--- config.mk ---
export PLATFORM = sky130hd
export DESIGN_NAME = mod_down_counter_flat
export DESIGN_NICKNAME = d
export VERILOG_FILES = /design/src/rtl/mod_down_counter_if.sv /design/src/rtl/mod_down_counter.sv /design/src/flat_wrapper.sv
export SDC_FILE = /design/constraint.sdc
export NUM_CORES = 1
export LEC_CHECK = 0
export BUFFER_PORTS_ARGS = -buffer_cell sky130_fd_sc_hd__buf_4
export CAP_MARGIN = 10
export CORE_ASPECT_RATIO = 0.8
export CORE_MARGIN = 4
export CORE_UTILIZATION = 36
export CTS_CLUSTER_DIAMETER = 40
export DETAILED_ROUTE_END_ITERATION = 10
export GPL_TIMING_DRIVEN = 1
export MAX_ROUTING_LAYER = met4
export PLACE_DENSITY = 0.7
export SLEW_MARGIN = 10
export SYNTH_ARGS = -nofsm -noshare
export SYNTH_HDL_FRONTEND = slang
export SYNTH_SLANG_ARGS = --single-unit
export TNS_END_PERCENT = 100
--- constraint.sdc ---
create_clock -name clk -period 1.7 [get_ports clk]
set_clock_uncertainty 0.05 [all_clocks]
set_input_delay 0.085 -clock clk [delete_from_list [all_inputs] [get_ports clk]]
set_output_delay 0.085 -clock clk [all_outputs]
set_load 0.01 [all_outputs]
--- src/rtl/mod_down_counter_if.sv ---
// Load-port interface for mod_down_counter.
//   ld_valid  load request (master -> slave)
//   ld_val    start value  (master -> slave)
//   ld_ready  load accepted this cycle when high (slave -> master)
interface mod_down_counter_if #(
  parameter int WIDTH = 4
) ();
  logic             ld_valid;
  logic             ld_ready;
  logic [WIDTH-1:0] ld_val;

  modport master (output ld_valid, output ld_val, input ld_ready);
  modport slave  (input ld_valid, input ld_val, output ld_ready);
endinterface

--- src/rtl/mod_down_counter.sv ---
// Loadable modulo down counter (countdown timer).
// A start value is accepted on the load port while not running. The block then
// counts down on enabled cycles to zero, flags the terminal count with a single
// cycle tc pulse, and either stops (DONE) or reloads and keeps running.
// Ports:
//   clk          clock, rising edge
//   clr          synchronous active-high reset
//   en           count enable (only used while running)
//   auto_reload  1 = reload the start value at terminal count and keep running
//   ld           load port (ld_valid / ld_ready / ld_val), slave side
//   q            current count, always within 0..MAX-1
//   tc           terminal-count pulse, one cycle wide
//   busy         high while running
//   done         high while stopped at terminal count
module mod_down_counter #(
  parameter int WIDTH = 4,
  parameter int MAX   = (1 << WIDTH)
) (
  input  logic              clk,
  input  logic              clr,
  input  logic              en,
  input  logic              auto_reload,
  mod_down_counter_if.slave ld,
  output logic [WIDTH-1:0]  q,
  output logic              tc,
  output logic              busy,
  output logic              done
);

  localparam logic [WIDTH-1:0] MAX_M1 = WIDTH'(MAX - 1);

  typedef enum logic [1:0] {
    IDLE = 2'd0,
    RUN  = 2'd1,
    DONE = 2'd2
  } state_t;

  state_t           state, state_nxt;
  logic [WIDTH-1:0] q_nxt;
  logic [WIDTH-1:0] reload, reload_nxt;
  logic             tc_nxt;

  // Fold an arbitrary load value into the legal count range 0..MAX-1.
  function automatic logic [WIDTH-1:0] mod_reduce(input logic [WIDTH-1:0] v);
    return WIDTH'(32'(v) % 32'(MAX));
  endfunction

  assign busy        = (state == RUN);
  assign done        = (state == DONE);
  assign ld.ld_ready = !busy;

  always_comb begin
    state_nxt  = state;
    q_nxt      = q;
    reload_nxt = reload;
    tc_nxt     = 1'b0;
    case (state)
      IDLE, DONE: begin
        if (ld.ld_valid) begin
          q_nxt      = mod_reduce(ld.ld_val);
          reload_nxt = mod_reduce(ld.ld_val);
          state_nxt  = RUN;
        end
      end
      RUN: begin
        if (en) begin
          if (q == '0) begin
            // Terminal edge: q stays 0 when stopping, else restart from reload.
            tc_nxt = 1'b1;
            if (auto_reload) begin
              q_nxt = reload;
            end else begin
              state_nxt = DONE;
            end
          end else begin
            q_nxt = q - WIDTH'(1);
          end
        end
      end
      default: begin
        state_nxt = IDLE;
        q_nxt     = '0;
      end
    endcase
  end

  // clr overrides every load, count and terminal event, so tc never fires on reset.
  always_ff @(posedge clk) begin
    if (clr) begin
      state  <= IDLE;
      q      <= '0;
      tc     <= 1'b0;
      reload <= MAX_M1;
    end else begin
      state  <= state_nxt;
      q      <= q_nxt;
      tc     <= tc_nxt;
      reload <= reload_nxt;
    end
  end

endmodule
--- src/flat_wrapper.sv ---
// flat-port wrapper written by rule: the top's interface ports become plain ports
module mod_down_counter_flat 
#(
  parameter int WIDTH = 4,
  parameter int MAX   = (1 << WIDTH)
)
  (clk, clr, en, auto_reload, q, tc, busy, done, ld_ld_valid, ld_ld_val, ld_ld_ready);
  mod_down_counter_if #(.WIDTH(WIDTH)) ld_i ();
  input  logic clk;
  input  logic clr;
  input  logic en;
  input  logic auto_reload;
  output logic [WIDTH-1:0] q;
  output logic tc;
  output logic busy;
  output logic done;
  input wire logic [$bits(ld_i.ld_valid)-1:0] ld_ld_valid;
  input wire logic [$bits(ld_i.ld_val)-1:0] ld_ld_val;
  output wire logic [$bits(ld_i.ld_ready)-1:0] ld_ld_ready;
  assign ld_i.ld_valid = ld_ld_valid;
  assign ld_i.ld_val = ld_ld_val;
  assign ld_ld_ready = ld_i.ld_ready;
  mod_down_counter #(.WIDTH(WIDTH), .MAX(MAX)) u_core (.clk(clk), .clr(clr), .en(en), .auto_reload(auto_reload), .ld(ld_i), .q(q), .tc(tc), .busy(busy), .done(done));
endmodule
**Word level (Yosys, flattened, before mapping)**

Cells that the tools add are included.

- Input bits: 9
- Register bits: 11
- Output and inout bits: 8
- Logic and storage cells: 33

- Bitwise operators: 2
- Equality and inequality tests: 7
- Reductions and logical operators: 8
- Add/subtract/negate cells: 1
- Muxes and demuxes: 11

Operators by type and width:

| operator | count |
|---|---|
| two-way mux 4 bit | 4 |
| two-way mux 2 bit | 4 |
| inequality test 2 bit (second input constant) | 4 |
| case mux 4 bit (2 select lines) | 1 |
| zero test 4 bit | 1 |
| case mux 2 bit (2 select lines) | 1 |
| AND reduction 4 bit | 1 |
| subtractor 4 x 1 -> 4 bit (second input constant) | 1 |
| inequality test 3 bit (second input constant) | 1 |
| AND reduction 3 bit | 1 |
| OR reduction 3 bit | 1 |
| equality test 2 x 1 -> 1 bit (second input constant) | 1 |
| equality test 2 bit (second input constant) | 1 |
| zero test 2 bit | 1 |
| inverter 1 bit | 2 |
| AND reduction 2 bit | 1 |
| OR reduction 2 bit | 1 |
| zero test 1 bit | 1 |
| two-way mux 1 bit | 1 |

**Longest topological paths before layout**

- Depth in word-level cells: 4
- Gate-level depth with buffers: 6
- Mapped depth without buffers: 6

**Worst setup path before layout**

OpenSTA, ideal clock, no wires.

- Path type: reg2reg
- From: register u_core.q[0]
- To: register u_core.q[3]
- Arrival: 1.417 ns
- Path buffers: 0
- Data required time: 1.530 ns
- Setup time: 0.120 ns
- Setup slack: 0.113 ns
- Cell stages (with the launch flop): 7
- Clock period less this slack: 1.587 ns
- Cell sequence: dfxtp_1 > inv_1 > ha_1 > nor3b_1 > a221oi_4 > o221ai_1 > nor2_1

- Word-level cells in the longest chain between the ends: 4
- Elaborated cells on any way between the ends: 7
- Those cells by class: add/sub: 1; eq/ne: 1; mux: 3; reduce/logical: 2

Ends and longest elaborated chain:

| item | line | text |
|---|---|---|
| start, declared | mod_down_counter.sv:24 | `output logic [WIDTH-1:0] q,` |
| start signal, assigned | mod_down_counter.sv:96 | `q <= q_nxt;` |
| subtractor 4 x 1 -> 4 bit or zero test 4 bit (tied branches) | mod_down_counter.sv:76, mod_down_counter.sv:67 |  |
| two-way mux 4 bit | mod_down_counter.sv:67 | `if (q == '0) begin` |
| two-way mux 4 bit | mod_down_counter.sv:66 | `if (en) begin` |
| case mux 4 bit (2 select lines) | mod_down_counter.sv:57 | `case (state)` |

Several ways; a longest one is shown, not always the timed one. The select of a mux whose other input is x is not followed.
A chain may end at the register's enable or synchronous reset.

**Final worst setup path**

- From: register u_core.state[0]
- To: register u_core.q[2]

- Word-level cells in the longest chain between the ends: 4
- Elaborated cells on any way between the ends: 9
- Those cells by class: eq/ne: 5; mux: 1; reduce/logical: 3

Ends and longest elaborated chain:

| item | line | text |
|---|---|---|
| start, declared | mod_down_counter.sv:38 | `state_t state, state_nxt;` |
| start signal, assigned | mod_down_counter.sv:95 | `state <= state_nxt;` |
| equality test 2 bit or zero test 2 bit (tied branches) | mod_down_counter.sv:57 |  |
| OR reduction 2 bit | mod_down_counter.sv:57 |  |
| inequality test 2 bit (no line) | -- |  |
| AND reduction 3 bit (no line) | -- |  |

Several ways; a longest one is shown, not always the timed one.

==> flow_summary.toml <==
[synth]
avgSynthCellArea_um2 = 8.52
syn-instance-count = 74
ys_types = 29
yosys.area.top_type = "dfxtp_1"
synth_top_area_frac = 0.349
ys_warn_count = 0
synthesis.area_um2 = 631
yosysSeqAreaShare = 0.349
synthTopCellsByArea = "dfxtp_1 (35%), a221oi_4 (4.2%), a21oi_1 (4.0%)"
syn_nets = 85
synth.ff_latch_count = 11

[layout]
fillers = 157
drive_above_1_share = 0.353
layout_commonest_cell = "buf_4"
antennaDiodeCount = 0
layout_common_cells = "buf_4 (22), dfxtp_1 (9), nand2_1 (6), o21ai_0 (5), a21oi_1 (5)"
syn_to_final_growth_pct = 42.9
fin_nets = 114

[detailed_routing]
wl_met1_um = 748
met2WireLength_um = 652
drt_pre_antenna_iters = 4
vias = 627
antenna_left = 0
drc_errors = 0
routedWlPerCell_um = 12.1
drt-total-wl_um = 1500
drt-vias-per-instance = 5.06
wl_met3_um = 94
drt_iter0_drc = 7
highest_layer = "met3"

[global_route]
grt_first_pass_wirelength_um = 2630
grt_max_degree = 11
grt_pass1_vias = 594
antenna_found_initial = 0
grt.overflow.total = 0
track_usage = 0.154

[timing]
min_period_over_period = 0.926
finalHoldViolCount = 0
tns_ns = 0
tightest_slew_ns = 0.382
relSlewSlack = 0.745
setup_viol = 0
rsz0062_at_grt = "false"
slew_viol_final = 0
holdWs_ns = 0.0756
final.min_clock_period_ns = 1.58
fmaxAchievable_mhz = 635

[clock_network]
cts_max_level = 1
root_buffer = "clkbuf_4"
cts_tree = "done"
path_clk_slew_ns = 0.08
cts_buffer_depth = 2
clkLatencyLatePin_ns = 0.27
clock_sinks = 11
cts-buffers-inserted = 3

[critical_path]
critPathLaunch = "u_core.state[0]"
crit_path_end_kind = "flop"
required_ns = 1.81
slowest_delay_ns = 0.55
worst-path-buf-inv = 1
slowest_stage = "dfxtp_1"
path_cells = "nor3b_1 > a221oi_4 > buf_4 > o21ai_1 > a31oi_1"
critPathArrivalTime_ns = 1.68
start_kind = "flop"
reg2reg_from = "u_core.state[0]"
crit_fanout = 10
crit_family = "flip-flops"
critPathKind = "flop to flop"

[floorplan]
die_h_um = 45.4
num_rows = 13
dieArea_um2 = 2490
initial_utilization = 0.384
core_um2 = 1640
pin_count = 17
die_w_um = 54.8

[outcome]
status = "finished, final reports clean"

[flow_run]
maxCapViolations = 0

[hold_path]
hp-class = "primary input to flop"
worstHoldStart = "ld_ld_val[2]"

[place]
place.gp.congestion = 0.884
hpwl_um = 1150
portBuffers = 16

[power_and_ir_drop]
power.total_w = 0.000752
power_density_nw_per_um2 = 834
peakVddDrop_mv = 0.465
leakagePower_nw = 0.398
==> power breakdown <==
part	total [W]	internal (W)	switching, W
combinational	0.000259	0.000138	0.000121
sequential	0.000311	0.000282	0.0000291
clock	0.000182	0.0000872	0.0000945
==> path summary, 6_finish.rpt <==
kind / endpoint / slack [ns] / depth (start not counted)
min reg2reg: u_core.reload[1] / 0.43 / 2
max reg2reg: u_core.q[2] / 0.12 / 5
min: u_core.reload[2] / 0.08 / 3
max: u_core.q[2] / 0.12 / 5
==> Yosys cell counts <==
library cell,instances
a2bb2oi_1,1
nand2b_4,1
o21ai_1,3
mux2_2,1
nor3_1,3
inv_4,1
inv_1,6
or3b_1,1
nor2_1,4
nand3b_1,1
nand2_1,6
nand2b_1,3
a311oi_1,1
o221ai_1,1
nor3b_1,2
o21bai_1,1
a221oi_4,1
a21o_1,1
o21ai_0,5
buf_2,2
dfxtp_1,11
o211ai_1,3
mux2i_1,2
nor2b_1,2
a31oi_1,2
nand4bb_1,1
ha_1,2
a211oi_1,1
a21oi_1,5
==> state kept, by name, indices dropped and copies added (netlist names) <==
register and count:
u_core.state 2, u_core.tc 1, u_core.q 4, u_core.reload 4
==> area by class of cell <==
| type | instances | area [um2] | area share |
|---|---|---|---|
| clock inverters | 1 | 5.00 | 0.00556 |
| well taps | 22 | 27.5 | 0.0306 |
| repair buffers | 26 | 205 | 0.228 |
| multi-input cells | 54 | 389 | 0.432 |
| inverters | 7 | 28.8 | 0.0319 |
| flip-flops and latches | 11 | 223 | 0.247 |
| clock buffers | 3 | 22.5 | 0.0250 |
==> kinds of logic after synthesis <==
| family | share of synthesized area |
|---|---|
| buf+inv | 0.0615 |
| compound gates | 0.278 |
| mux | 0.0496 |
| simple gates | 0.222 |
| fa+ha+maj | 0.0397 |
| flops | 0.349 |
==> worst min-delay path, cell delays in order <==
cell and delay, ns:
buf_4 0.08, inv_1 0.04, o211ai_1 0.16
==> per-stage QoR <==
stage               worst slack, ns  std cells  cell area [um2]  utilization
finish                        0.125        124              901        0.548
global route                0.00366        124              901        0.548
CTS                        0.000114        125              892        0.543
detailed placement          0.00429        115              806        0.490
global placement              0.141        115              806        0.490
floorplan                     0.113         74              631            -
==> timing repair <==
| action | CTS | global route |
|---|---|---|
| hold endpoints to repair | 6 | 0 |
| setup endpoints to repair | 1 | 3 |
| hold buffers | 4 | 0 |
| gates resized for setup | 2 | 5 |
| setup buffers | 2 | 0 |
| pin swaps | 2 | 2 |
==> routing by layer <==
| metal | GRT usage | vias to the layer above |
|---|---|---|
| met4 | 0.0299 | 0 |
| met1 | 0.200 | 292 |
| met5 | - | - |
| li1 | - | 321 |
| met3 | 0.0689 | 0 |
| met2 | 0.219 | 14 |
Power figures use the tool's default switching activity.
